`src/rtl/panel_sequencer.sv`:
```
// panel_sequencer
//   Turns front-panel switch actions into CPU run/stop/single-step control
//   and panel-initiated memory cycles (examine / deposit), and drives the
//   panel address/data LEDs.
//
// Ports
//   clk, reset           system clock, synchronous active-high reset
//   addr_sw[15:0]        address switches; [7:0] are also the deposit data
//   ctl_sw[8:0]          control switches (0 RUN, 1 STOP, 2 STEP, 3 EXAMINE,
//                        4 EXAMINE_NEXT, 5 DEPOSIT, 6 DEPOSIT_NEXT, 7 RESET)
//   cpu_addr, cpu_data   CPU buses shown on the LEDs while the CPU is clocked
//   cpu_m1               CPU opcode-fetch indicator, used for single step
//   cpu_ce, cpu_reset    CPU clock enable and reset
//   bus_panel            panel owns the memory port (CPU not clocked)
//   mem_req/we/addr/wdata, mem_rdata, mem_ack
//                        panel memory port. Handshake: mem_req rises with
//                        mem_we/mem_addr/mem_wdata already stable and holds
//                        them all unchanged until the cycle mem_ack is seen
//                        high; mem_req drops on that same edge. mem_rdata is
//                        only sampled in the mem_ack cycle.
//   addrLEDs, dataLEDs   registered LED values
//   wait_led             CPU stopped
//   mem_err              sticky memory timeout, cleared by the next accepted action
//   dbg_state[2:0]       current FSM state
module panel_sequencer #(
  parameter int RESET_CYCLES = 16,
  parameter int MEM_TIMEOUT  = 255
) (
  input  logic        clk,
  input  logic        reset,
  input  logic [15:0] addr_sw,
  input  logic [8:0]  ctl_sw,
  input  logic [15:0] cpu_addr,
  input  logic [7:0]  cpu_data,
  input  logic        cpu_m1,
  output logic        cpu_ce,
  output logic        cpu_reset,
  output logic        bus_panel,
  output logic        mem_req,
  output logic        mem_we,
  output logic [15:0] mem_addr,
  output logic [7:0]  mem_wdata,
  input  logic [7:0]  mem_rdata,
  input  logic        mem_ack,
  output logic [15:0] addrLEDs,
  output logic [7:0]  dataLEDs,
  output logic        wait_led,
  output logic        mem_err,
  output logic [2:0]  dbg_state
);

  typedef enum logic [2:0] {
    ST_STOPPED   = 3'd0,
    ST_RUNNING   = 3'd1,
    ST_STEP_RUN  = 3'd2,
    ST_STEP_WAIT = 3'd3,
    ST_MEM_REQ   = 3'd4,
    ST_RST       = 3'd5
  } state_t;

  state_t      state_q, state_d;
  logic [8:0]  prev_q, prev_d;
  logic [15:0] cnt_q, cnt_d;
  logic [15:0] pa_q, pa_d;
  logic [7:0]  pd_q, pd_d;
  logic [7:0]  wdata_q, wdata_d;
  logic        we_q, we_d;
  logic        err_q, err_d;
  logic [15:0] addr_led_q, addr_led_d;
  logic [7:0]  data_led_q, data_led_d;

  logic [8:0]  act;
  logic [7:0]  sel;
  logic        cpu_active;

  always_comb begin
    act = ctl_sw & ~prev_q;

    // One-hot pick of the single winning edge; all others this cycle are lost.
    sel = '0;
    if      (act[7]) sel[7] = 1'b1;
    else if (act[1]) sel[1] = 1'b1;
    else if (act[0]) sel[0] = 1'b1;
    else if (act[2]) sel[2] = 1'b1;
    else if (act[3]) sel[3] = 1'b1;
    else if (act[4]) sel[4] = 1'b1;
    else if (act[5]) sel[5] = 1'b1;
    else if (act[6]) sel[6] = 1'b1;

    cpu_active = (state_q == ST_RUNNING) || (state_q == ST_STEP_RUN) ||
                 (state_q == ST_STEP_WAIT);

    state_d = state_q;
    prev_d  = ctl_sw;
    cnt_d   = cnt_q;
    pa_d    = pa_q;
    pd_d    = pd_q;
    wdata_d = wdata_q;
    we_d    = we_q;
    err_d   = err_q;

    if (sel[7]) begin
      // RESET wins from any state and restarts the hold count.
      state_d = ST_RST;
      cnt_d   = '0;
      pa_d    = '0;
      err_d   = 1'b0;
    end else begin
      case (state_q)
        ST_STOPPED: begin
          if (sel[0]) begin
            state_d = ST_RUNNING;
            err_d   = 1'b0;
          end else if (sel[2]) begin
            state_d = ST_STEP_RUN;
            err_d   = 1'b0;
          end else if (|sel[6:3]) begin
            state_d = ST_MEM_REQ;
            cnt_d   = '0;
            err_d   = 1'b0;
            we_d    = sel[5] | sel[6];
            wdata_d = addr_sw[7:0];
            if (sel[3])               pa_d = addr_sw;
            else if (sel[4] | sel[6]) pa_d = pa_q + 16'd1;
          end
        end
        ST_RUNNING: begin
          if (sel[1]) begin
            state_d = ST_STOPPED;
            err_d   = 1'b0;
          end
        end
        ST_STEP_RUN: begin
          if (sel[1]) begin
            state_d = ST_STOPPED;
            err_d   = 1'b0;
          end else if (!cpu_m1) begin
            state_d = ST_STEP_WAIT;
          end
        end
        ST_STEP_WAIT: begin
          if (sel[1]) begin
            state_d = ST_STOPPED;
            err_d   = 1'b0;
          end else if (cpu_m1) begin
            // Next fetch has started: park and remember where we are.
            state_d = ST_STOPPED;
            pa_d    = cpu_addr;
          end
        end
        ST_MEM_REQ: begin
          if (mem_ack) begin
            state_d = ST_STOPPED;
            pd_d    = we_q ? wdata_q : mem_rdata;
          end else if (cnt_q == 16'(MEM_TIMEOUT - 1)) begin
            state_d = ST_STOPPED;
            err_d   = 1'b1;
          end else begin
            cnt_d = cnt_q + 16'd1;
          end
        end
        ST_RST: begin
          if (cnt_q == 16'(RESET_CYCLES - 1)) state_d = ST_STOPPED;
          else                                cnt_d   = cnt_q + 16'd1;
        end
        default: state_d = ST_STOPPED;
      endcase
    end

    addr_led_d = cpu_active ? cpu_addr : pa_q;
    data_led_d = cpu_active ? cpu_data : pd_q;
  end

  always_ff @(posedge clk) begin
    if (reset) begin
      state_q    <= ST_STOPPED;
      prev_q     <= ctl_sw;  // no action fires for switches already held
      cnt_q      <= '0;
      pa_q       <= '0;
      pd_q       <= '0;
      wdata_q    <= '0;
      we_q       <= 1'b0;
      err_q      <= 1'b0;
      addr_led_q <= '0;
      data_led_q <= '0;
    end else begin
      state_q    <= state_d;
      prev_q     <= prev_d;
      cnt_q      <= cnt_d;
      pa_q       <= pa_d;
      pd_q       <= pd_d;
      wdata_q    <= wdata_d;
      we_q       <= we_d;
      err_q      <= err_d;
      addr_led_q <= addr_led_d;
      data_led_q <= data_led_d;
    end
  end

  assign cpu_reset = (state_q == ST_RST);
  assign cpu_ce    = cpu_active | cpu_reset;
  assign bus_panel = ~cpu_ce;
  assign wait_led  = ~cpu_ce;
  assign mem_req   = (state_q == ST_MEM_REQ);
  assign mem_we    = we_q & mem_req;
  assign mem_addr  = pa_q;
  assign mem_wdata = wdata_q;
  assign addrLEDs  = addr_led_q;
  assign dataLEDs  = data_led_q;
  assign mem_err   = err_q;
  assign dbg_state = state_q;

endmodule

```
`config.mk`:
```
export PLATFORM = sky130hd
export DESIGN_NAME = panel_sequencer
export DESIGN_NICKNAME = d
export VERILOG_FILES = /design/src/rtl/panel_sequencer.sv
export SDC_FILE = /design/constraint.sdc
export NUM_CORES = 1
export LEC_CHECK = 0
export BUFFER_PORTS_ARGS = -buffer_cell sky130_fd_sc_hd__buf_2
export CORE_MARGIN = 3
export CORE_UTILIZATION = 56
export DETAILED_ROUTE_END_ITERATION = 6
export GPL_TIMING_DRIVEN = 0
export HOLD_SLACK_MARGIN = 0.02
export PLACE_DENSITY = 0.85
export REMOVE_ABC_BUFFERS = 1
export SLEW_MARGIN = 20
export SYNTH_ARGS = -nofsm -noshare
export SYNTH_HDL_FRONTEND = slang
export SYNTH_SLANG_ARGS = --single-unit
```
`constraint.sdc`:
```
create_clock -name clk -period 5.3 [get_ports clk]
set_clock_uncertainty 0.05 [all_clocks]
set_input_delay 1.325 -clock clk [delete_from_list [all_inputs] [get_ports clk]]
set_output_delay 1.325 -clock clk [all_outputs]
set_load 0.01 [all_outputs]
```
* Word-level counts from Yosys, hierarchy flattened *
Index checks and enable logic that the tools add are counted.

storage, ports and cells
  flip-flop bits (word level) = 85
  latch bits = 0
  memory bits (writable) = 0
  memory bits (read-only) = 0
  bits of input ports = 61
  output and inout port bits = 58
  word-level logic and storage cells = 123
  memories kept = 0

cells by class
  add/sub/neg operators = 2
  $mul = 0
  divide/modulo/power cells = 0
  magnitude comparators = 0
  equal/unequal tests = 30
  shift-type cells = 0
  multiplexer cells = 54
  bitwise logic cells = 10
  reductions and logical operators = 16

operator list
  kind                                                  number
  2-to-1 mux 16 bit                                     14
  one-hot mux 16 bit (3 select lines)                   1
  2-to-1 mux 3 bit                                      13
  adder 16 x 1 -> 16 bit, second input constant         2
  one-hot mux 16 bit (2 select lines)                   1
  != test 2 bit, second input constant                  9
  one-hot mux 3 bit (6 select lines)                    1
  equality test 16 x 4 -> 1 bit, second input constant  1
  equality test 16 x 8 -> 1 bit, second input constant  1
  2-to-1 mux 1 bit                                      16
  2-to-1 mux 8 bit                                      2
  AND reduction 7 bit                                   2
  != test 3 bit, second input constant                  4
  != test 4 bit, second input constant                  3
  AND reduction 6 bit                                   2
  2-to-1 mux 5 bit                                      2
  AND reduction 5 bit                                   2
  bitwise AND 8 bit                                     1
  inverter 8 bit                                        1
  2-to-1 mux 7 bit                                      1
  equality test 3 x 2 -> 1 bit, second input constant   2
  equality test 3 bit, second input constant            2
  != test 2 x 1 -> 1 bit, second input constant         3
  != test 3 x 1 -> 1 bit, second input constant         2
  17 further kinds                                      24

* Logic depth before layout (Yosys ltp) *
Gate-level depths: netlist (run 1).

  word-level depth = 17
  gate-level depth with buffers = 9
  depth with buffers taken out = 8

* Worst setup path after synthesis (run 1) *
No wires, ideal clock.

  path kind = in2reg
  from = input port ctl_sw[7]
  to = register cnt_q[15]
  library setup time = 0.070 ns
  arrival time = 2.963 ns
  required time = 5.180 ns
  slack = 2.217 ns
  stages on the path = 6
  buffers on the path = 0
  path through = nor2b_4 -> nor4_4 -> a21oi_2 -> or3_4 -> or4_1 -> a21oi_1

on the way
  cells in the longest elaborated chain, start to end = 5
  elaborated cells on any way between the ends = 9
  classes of those cells = 3 x eq/ne; 2 x mux; 1 x bitwise; 3 x reduce/logical

ends and longest elaborated chain
  item                                  RTL line  source
  from (decl)                           32        input logic [8:0] ctl_sw,
  bitwise AND 8 bit (*)                 77        act = ctl_sw & ~prev_q;
  2-to-1 mux 7 bit                      81        if (act[7]) sel[7] = 1'b1;
  OR reduction 4 bit                    117       end else if (|sel[6:3]) begin
  != test 2 bit (no source line)        --
  AND reduction 7 bit (no source line)  --
  to (signal assigned)                  189       cnt_q <= cnt_d;
  to (decl)                             63        logic [15:0] cnt_q, cnt_d;

Mark *: on every way between the ends. The rest lies on a longest branch, timed or not.
A chain may end at the register's enable or synchronous reset.

* Final worst setup path (run 1) *
  from = input port ctl_sw[7]
  to = register pa_q[13] (netlist: mem_addr[13])

on the way
  cells in the longest elaborated chain, start to end = 7
  elaborated cells on any way between the ends = 17
  classes of those cells = 5 x eq/ne; 7 x mux; 2 x bitwise; 3 x reduce/logical

ends and longest elaborated chain
  item                                 RTL line  source
  bitwise AND 8 bit (*)                77
  2-to-1 mux 7 bit                     81
  2-to-1 mux 16 bit                    123       if (sel[3]) pa_d = addr_sw;
  2-to-1 mux 16 bit                    117
  2-to-1 mux 16 bit                    114       end else if (sel[2]) begin
  2-to-1 mux 16 bit                    111       if (sel[0]) begin
  one-hot mux 16 bit (2 select lines)  109       case (state_q)
  to (signal assigned)                 190       pa_q <= pa_d;
  to (decl)                            64        logic [15:0] pa_q, pa_d;

Mark *: on every way between the ends. The rest lies on a longest branch, timed or not. The select of a mux whose other input is x is not followed.

==> reports/qor.txt, run 1 <==
outcome - completed
final hold viol count - 0
unrepaired setup endpoints after global routing - no
Post-Syn Instances - 516
DR DRC count - 0
first-pass GRT wire length - 18840 µm
Num CTS Buffers - 9
Sw Ratio - 0.3450
crit end category - register
Worst Path Required - 5.52 ns
Worst-Margin Slew - 0.9236 ns
Peak VDD IR - 0.2177 mV
vias in the first global route - 3962
flop-to-flop setup slack - 2.57 ns
first-pass detailed-route iteration total - 5
# setup viols final - 0
Slew Limit Headroom - 0.3814
initial antenna violation count - 0
internal power - 996.7 µW
WHS - 0.4103 ns
fmax - 0.2855 GHz
Root Driver - clkbuf_8
largest net degree at the start of global routing - 46
synthesized area - 4168 µm²
number of vias in the routed layout - 4189
Clk pwr share - 0.284
prevailing post-synth register cell - dfxtp_1
Pleak - 2.095 nW
DRT iter0 DRCs - 286
GR Layer Usage met1 - 0.3513
CTS tree - done
clk_lat worst skew - 0.35 ns
Final period util - 0.6609
Crit Path Max Fanout - 22
dpl hpwl - 8161 µm
Initial Util - 0.5938
count of hold-fix buffers inserted at cts - 0
Max Cap Viol - 0
clk buf depth - 2
Rows - 30
CP startpoint kind - input pin
clock transition at the registers of the reported paths - 0.09 ns
Combinational Power Share - 0.238
TNS Setup - 0 ns
crit path kind - input pin to register
synthesis warning total - 0
P per Cell Area - 307.7 nW/µm²
total congestion overflow - 0
vias per cell - 5.867
H-tree depth - 3
# diodes - 0
Die Y - 92.27 µm
gpl congestion - 0.8652
Post-synth ARST share - 0
wire per inst - 16.08 µm
post-CTS sizing - 0
Hold Path Class - register to register
GR peak layer - met2
Final ANT Viol Nets - 0
Die Area - 8514 µm²
register area share after synthesis - 0.4083
register bit count reported by yosys - 85
fillers - 578
Switch Pwr - 524.9 µW
CTS sink cnt - 85
die span in x - 92.27 µm
fin nets - 677
sequential power share - 0.478
Core ar. - 7019 µm²
crit path DAT - 3.72 ns
Syn-to-layout area delta - 18.64%
Setup Buffers After CTS - 0
I/O pins - 119
gr usage total - 0.2723
GRT met3 Usage - 0.04512
GR Util met2 - 0.4562
Mean Syn Cell Area - 8.077 µm²
final WL - 11480 µm
Max Slew Vio Count - 0
PortBufs - 117
min cycle time layout - 3.503 ns
Synth cell types - 57
Post-synth EDFFs - 0
share of layout cells above drive strength 1 - 0.2492
==> cells in the mapped netlist, types with 2 or more instances <==
| master | n | area share |
|---|---|---|
| nor2b_4 | 2 | 0.0066 |
| o21bai_1 | 2 | 0.0036 |
| nand2b_1 | 7 | 0.011 |
| o31ai_1 | 7 | 0.013 |
| nand2_1 | 76 | 0.068 |
| dfxtp_1 | 85 | 0.41 |
| or3_1 | 4 | 0.0060 |
| a211oi_1 | 11 | 0.020 |
| xor2_1 | 8 | 0.017 |
| nor3_1 | 12 | 0.014 |
| nand3_1 | 15 | 0.018 |
| nor2b_1 | 8 | 0.012 |
| o21ai_0 | 24 | 0.029 |
| xnor2_1 | 7 | 0.015 |
| inv_1 | 7 | 0.0063 |
| buf_2 | 10 | 0.012 |
| a21o_1 | 2 | 0.0036 |
| o211ai_1 | 6 | 0.011 |
| a21oi_1 | 67 | 0.080 |
| nand4_1 | 10 | 0.015 |
| a31o_2 | 2 | 0.0042 |
| mux2i_1 | 21 | 0.050 |
| ha_1 | 3 | 0.0090 |
| clkbuf_1 | 20 | 0.018 |
| nor4_1 | 7 | 0.011 |
| nor2_1 | 39 | 0.035 |
| buf_1 | 2 | 0.0018 |
| and4_1 | 2 | 0.0042 |
| a2111oi_0 | 2 | 0.0042 |
| a31oi_1 | 5 | 0.0075 |
| and3_1 | 12 | 0.018 |
| or4_1 | 6 | 0.011 |
==> critical path, cell delays in order <==
cell      delay, ns
buf_2          0.11
nor2b_4        0.14
or4_1          0.79
a211oi_2       0.40
a31o_2         0.45
o21ai_0        0.21
a221oi_1       0.28
==> power groups by stage <==
stage / clock (mW) / sequential [mW] / combinational, mW
after floorplan: 0 / 0.750 / 0.199
after global placement: 0 / 0.738 / 0.337
after detailed placement: 0 / 0.740 / 0.357
after CTS: 0.436 / 0.726 / 0.360
after global routing: 0.464 / 0.733 / 0.401
final: 0.432 / 0.727 / 0.362
==> through the flow <==
step | total power [mW] | cells | worst slack (ns) | cell area, µm² | util
3_3_place_gp | 1.075 | 695 | 1.226 | 4722 | 0.6727
5_1_grt | 1.598 | 714 | 1.670 | 4945 | 0.7045
4_1_cts | 1.522 | 714 | 1.756 | 4942 | 0.7041
2_1_floorplan | 0.9494 | 482 | 1.955 | 4016 | -
3_5_place_dp | 1.097 | 698 | 1.374 | 4761 | 0.6783
6_report | 1.522 | 714 | 1.797 | 4945 | 0.7045
==> flip-flops by register name, summed over array words and instances (netlist names), 3 cells and up <==
register	count
dbg_state	3
prev_q	8
pd_q	8
mem_addr	16
addrLEDs	16
dataLEDs	8
cnt_q	16
mem_wdata	8
==> cell families (layout without fill, tap and decap cells) <==
| group | count (synthesis) | after routing | share of synthesized area |
|---|---|---|---|
| multiplexers | 21 | 21 | 0.05043 |
| AO/OA/AOI/OAI | 139 | 139 | 0.1999 |
| flip-flops | 85 | 85 | 0.4083 |
| buffers and inverters | 41 | 143 | 0.04263 |
| adder cells (fa/ha/maj) | 3 | 3 | 0.009007 |
| XOR/XNOR | 15 | 15 | 0.03152 |
| AND/OR/NAND/NOR | 212 | 212 | 0.2582 |
==> area by class of cell <==
type	count	area (µm²)	area share
Tap cell	96	120.1	0.02429
Clock inverter	7	57.56	0.01164
Clock buffer	9	123.9	0.02505
Inverter	7	26.28	0.005314
Sequential cell	85	1702	0.3441
Timing Repair Buffer	120	611.8	0.1237
Multi-Input combinational cell	390	2303	0.4658
==> layout by cell type, fill, tap and decap left out, drive strengths merged, types with 12 or more instances in the layout <==
cell type  Yosys  layout
nor2          39      39
nor3          13      13
a211oi        12      12
buf           14     120
dfxtp         85      85
mux2i         21      21
a21oi         68      68
nand3         15      15
o21ai         24      24
and3          12      12
nand2         76      76
==> final timing paths <==
check                  from            to  cells after the start
setup reg to reg  prev_q[7]  mem_addr[13]                      6
hold reg to reg     pd_q[5]   dataLEDs[5]                      2
setup / recovery  ctl_sw[7]  mem_addr[13]                      7
hold / removal      pd_q[5]   dataLEDs[5]                      2
==> layer usage <==
metal	vias to the layer above	share of wire
met5	-	0
met4	0	0.014
met3	16	0.075
met2	184	0.48
met1	1952	0.43
li1	2037	-
(Power assumes the default switching activity.)
==> inputs of run 2 (changes only) <==
--- a/config.mk
+++ b/config.mk
@@ -7,11 +7,11 @@
 export LEC_CHECK = 0
 export BUFFER_PORTS_ARGS = -buffer_cell sky130_fd_sc_hd__buf_2
 export CORE_MARGIN = 3
-export CORE_UTILIZATION = 56
+export CORE_UTILIZATION = 47
 export DETAILED_ROUTE_END_ITERATION = 6
 export GPL_TIMING_DRIVEN = 0
 export HOLD_SLACK_MARGIN = 0.02
-export PLACE_DENSITY = 0.85
+export PLACE_DENSITY = 0.76
 export REMOVE_ABC_BUFFERS = 1
 export SLEW_MARGIN = 20
 export SYNTH_ARGS = -nofsm -noshare
==> constraint.sdc (replaced) <==
create_clock -name clk -period 2.91 [get_ports clk]
set_clock_uncertainty 0.05 [all_clocks]
set_input_delay 0.7275 -clock clk [delete_from_list [all_inputs] [get_ports clk]]
set_output_delay 0.7275 -clock clk [all_outputs]
set_load 0.01 [all_outputs]
==> run 2 against run 1 <==
Net effect: first-iteration DRC count is 12% lower; critical path depth fell by 1; clock-buffer cell count increased by 1; largest power group unchanged.
==> reports/qor.txt, run 2 (synthesis results as in run 1) <==
DRT iter0 DRCs - 252
Switch Pwr - 943.2 µW
H-tree depth - 3
Setup WS pre-CTS - -0.3838 ns
first-pass GRT wire length - 18280 µm
Setup Buffers After CTS - 0
outcome - completed
CTS sink cnt - 85
dpl hpwl - 8337 µm
Root Driver - clkbuf_8
I/O pins - 119
final WL - 11770 µm
Combinational Power Share - 0.232
crit end category - register
# diodes - 0
DR DRC count - 0
Crit Path Max Fanout - 45
Core ar. - 8423 µm²
GRT met3 Usage - 0.05490
TNS Setup - 0 ns
Rows - 33
first-pass detailed-route iteration total - 5
clk buf depth - 2
largest net degree at the start of global routing - 46
gpl congestion - 0.8514
Max Cap Viol - 0
final worst slack - 0.2623 ns
unrepaired setup endpoints after global routing - no
Die Area - 10030 µm²
Slew Limit Headroom - 0.3595
CP Cell Sequence - buf_2 -> nor2_2 -> o31ai_2 -> buf_4 -> or4b_1 -> nand2_1
Non-Filler Instances - 722
internal power - 1.892 mW
vias per cell - 5.816
Crit-path slowest cell - nor2_2
Worst Path Required - 3.16 ns
crit path DAT - 2.90 ns
crit path kind - input pin to register
CP max stage delay - 0.68 ns
Clk pwr share - 0.300
clk_lat worst skew - 0.36 ns
total power draw - 2.835 mW
Peak VDD IR - 0.3362 mV
PortBufs - 117
Final ANT Viol Nets - 0
# setup viols final - 0
CTS tree - done
total congestion overflow - 0
die span in x - 100.2 µm
final hold viol count - 0
GR Util met2 - 0.3537
Initial Util - 0.4948
gr usage total - 0.2257
fin nets - 676
most frequent cells in the layout - buf_2 (117), dfxtp_1 (85), nand2_1 (76)
Worst-Margin Slew - 0.9563 ns
Die Y - 100.2 µm
Syn-to-layout area delta - 19.33%
sequential power share - 0.468
P per Cell Area - 570.1 nW/µm²
CP startpoint kind - input pin
Cells after DPL - 706
initial antenna violation count - 0
GR Layer Usage met1 - 0.3005
fillers - 780
Max Slew Vio Count - 0
number of vias in the routed layout - 4199
Num CTS Buffers - 9
share of layout cells above drive strength 1 - 0.2480
most common cell after layout, fill and taps aside - buf_2
fmax - 0.3777 GHz
vias in the first global route - 3799
final core utilization - 0.5905
clock transition at the registers of the reported paths - 0.09 ns
Sw Ratio - 0.3327
Final period util - 0.9098
Pleak - 2.101 nW
wire per inst - 16.31 µm
GR peak layer - met2
Hold Path Class - register to register
min cycle time layout - 2.648 ns
-- run 2: through the flow --
step / cell area (µm²) / hold slack (ns)
2_1_floorplan: 4016 / 0.3807
3_3_place_gp: 4733 / 0.3970
3_5_place_dp: 4770 / 0.3962
4_1_cts: 4969 / 0.4128
5_1_grt: 4974 / 0.4147
6_report: 4974 / 0.4145
-- run 2: area by class of cell --
cell class	count	area, µm²	share of cell area
timing repair buffer	119	604.3	0.1215
clock buffer	10	127.6	0.02566
inverter	7	26.28	0.005283
sequential	85	1702	0.3421
clock inverter	6	68.82	0.01384
tap	105	131.4	0.02642
multi-input combinational	390	2313	0.4652
-- run 2: final timing paths --
check,startpoint,to,slack [ns],cells after the start
hold / removal,pd_q[5],dataLEDs[5],0.41,2
setup / recovery,reset,cnt_q[7],0.26,6
hold reg to reg,pd_q[5],dataLEDs[5],0.41,2
setup reg to reg,dbg_state[0],mem_addr[1],0.32,5
-- run 2: worst max-delay path, delay by kind of cell --
family | cells | cell delay [ns]
AO/OA/AOI/OAI | 1 | 0.27
AND/OR/NAND/NOR | 3 | 1.27
buffers and inverters | 2 | 0.61
-- run 2: power by group through the flow --
stage / sequential (mW) / combinational (mW) / clock (mW)
after CTS: 1.32 / 0.653 / 0.855
final: 1.33 / 0.658 / 0.850
after global placement: 1.35 / 0.627 / 0
after floorplan: 1.37 / 0.363 / 0
after detailed placement: 1.35 / 0.649 / 0
after global routing: 1.34 / 0.725 / 0.909
-- run 2: per-layer routing --
| layer | share of wire | vias up | routed length [µm] |
|---|---|---|---|
| li1 | - | 2046 | - |
| met1 | 0.44 | 1926 | 5137 |
| met2 | 0.46 | 199 | 5430 |
| met3 | 0.078 | 28 | 919 |
| met4 | 0.024 | 0 | 286 |
| met5 | 0 | - | 0 |
-- run 2: repair_timing --
action	in CTS	in global routing
gates cloned	0	0
setup endpoints to repair	2	2
hold buffers	0	0
resized for setup	1	2
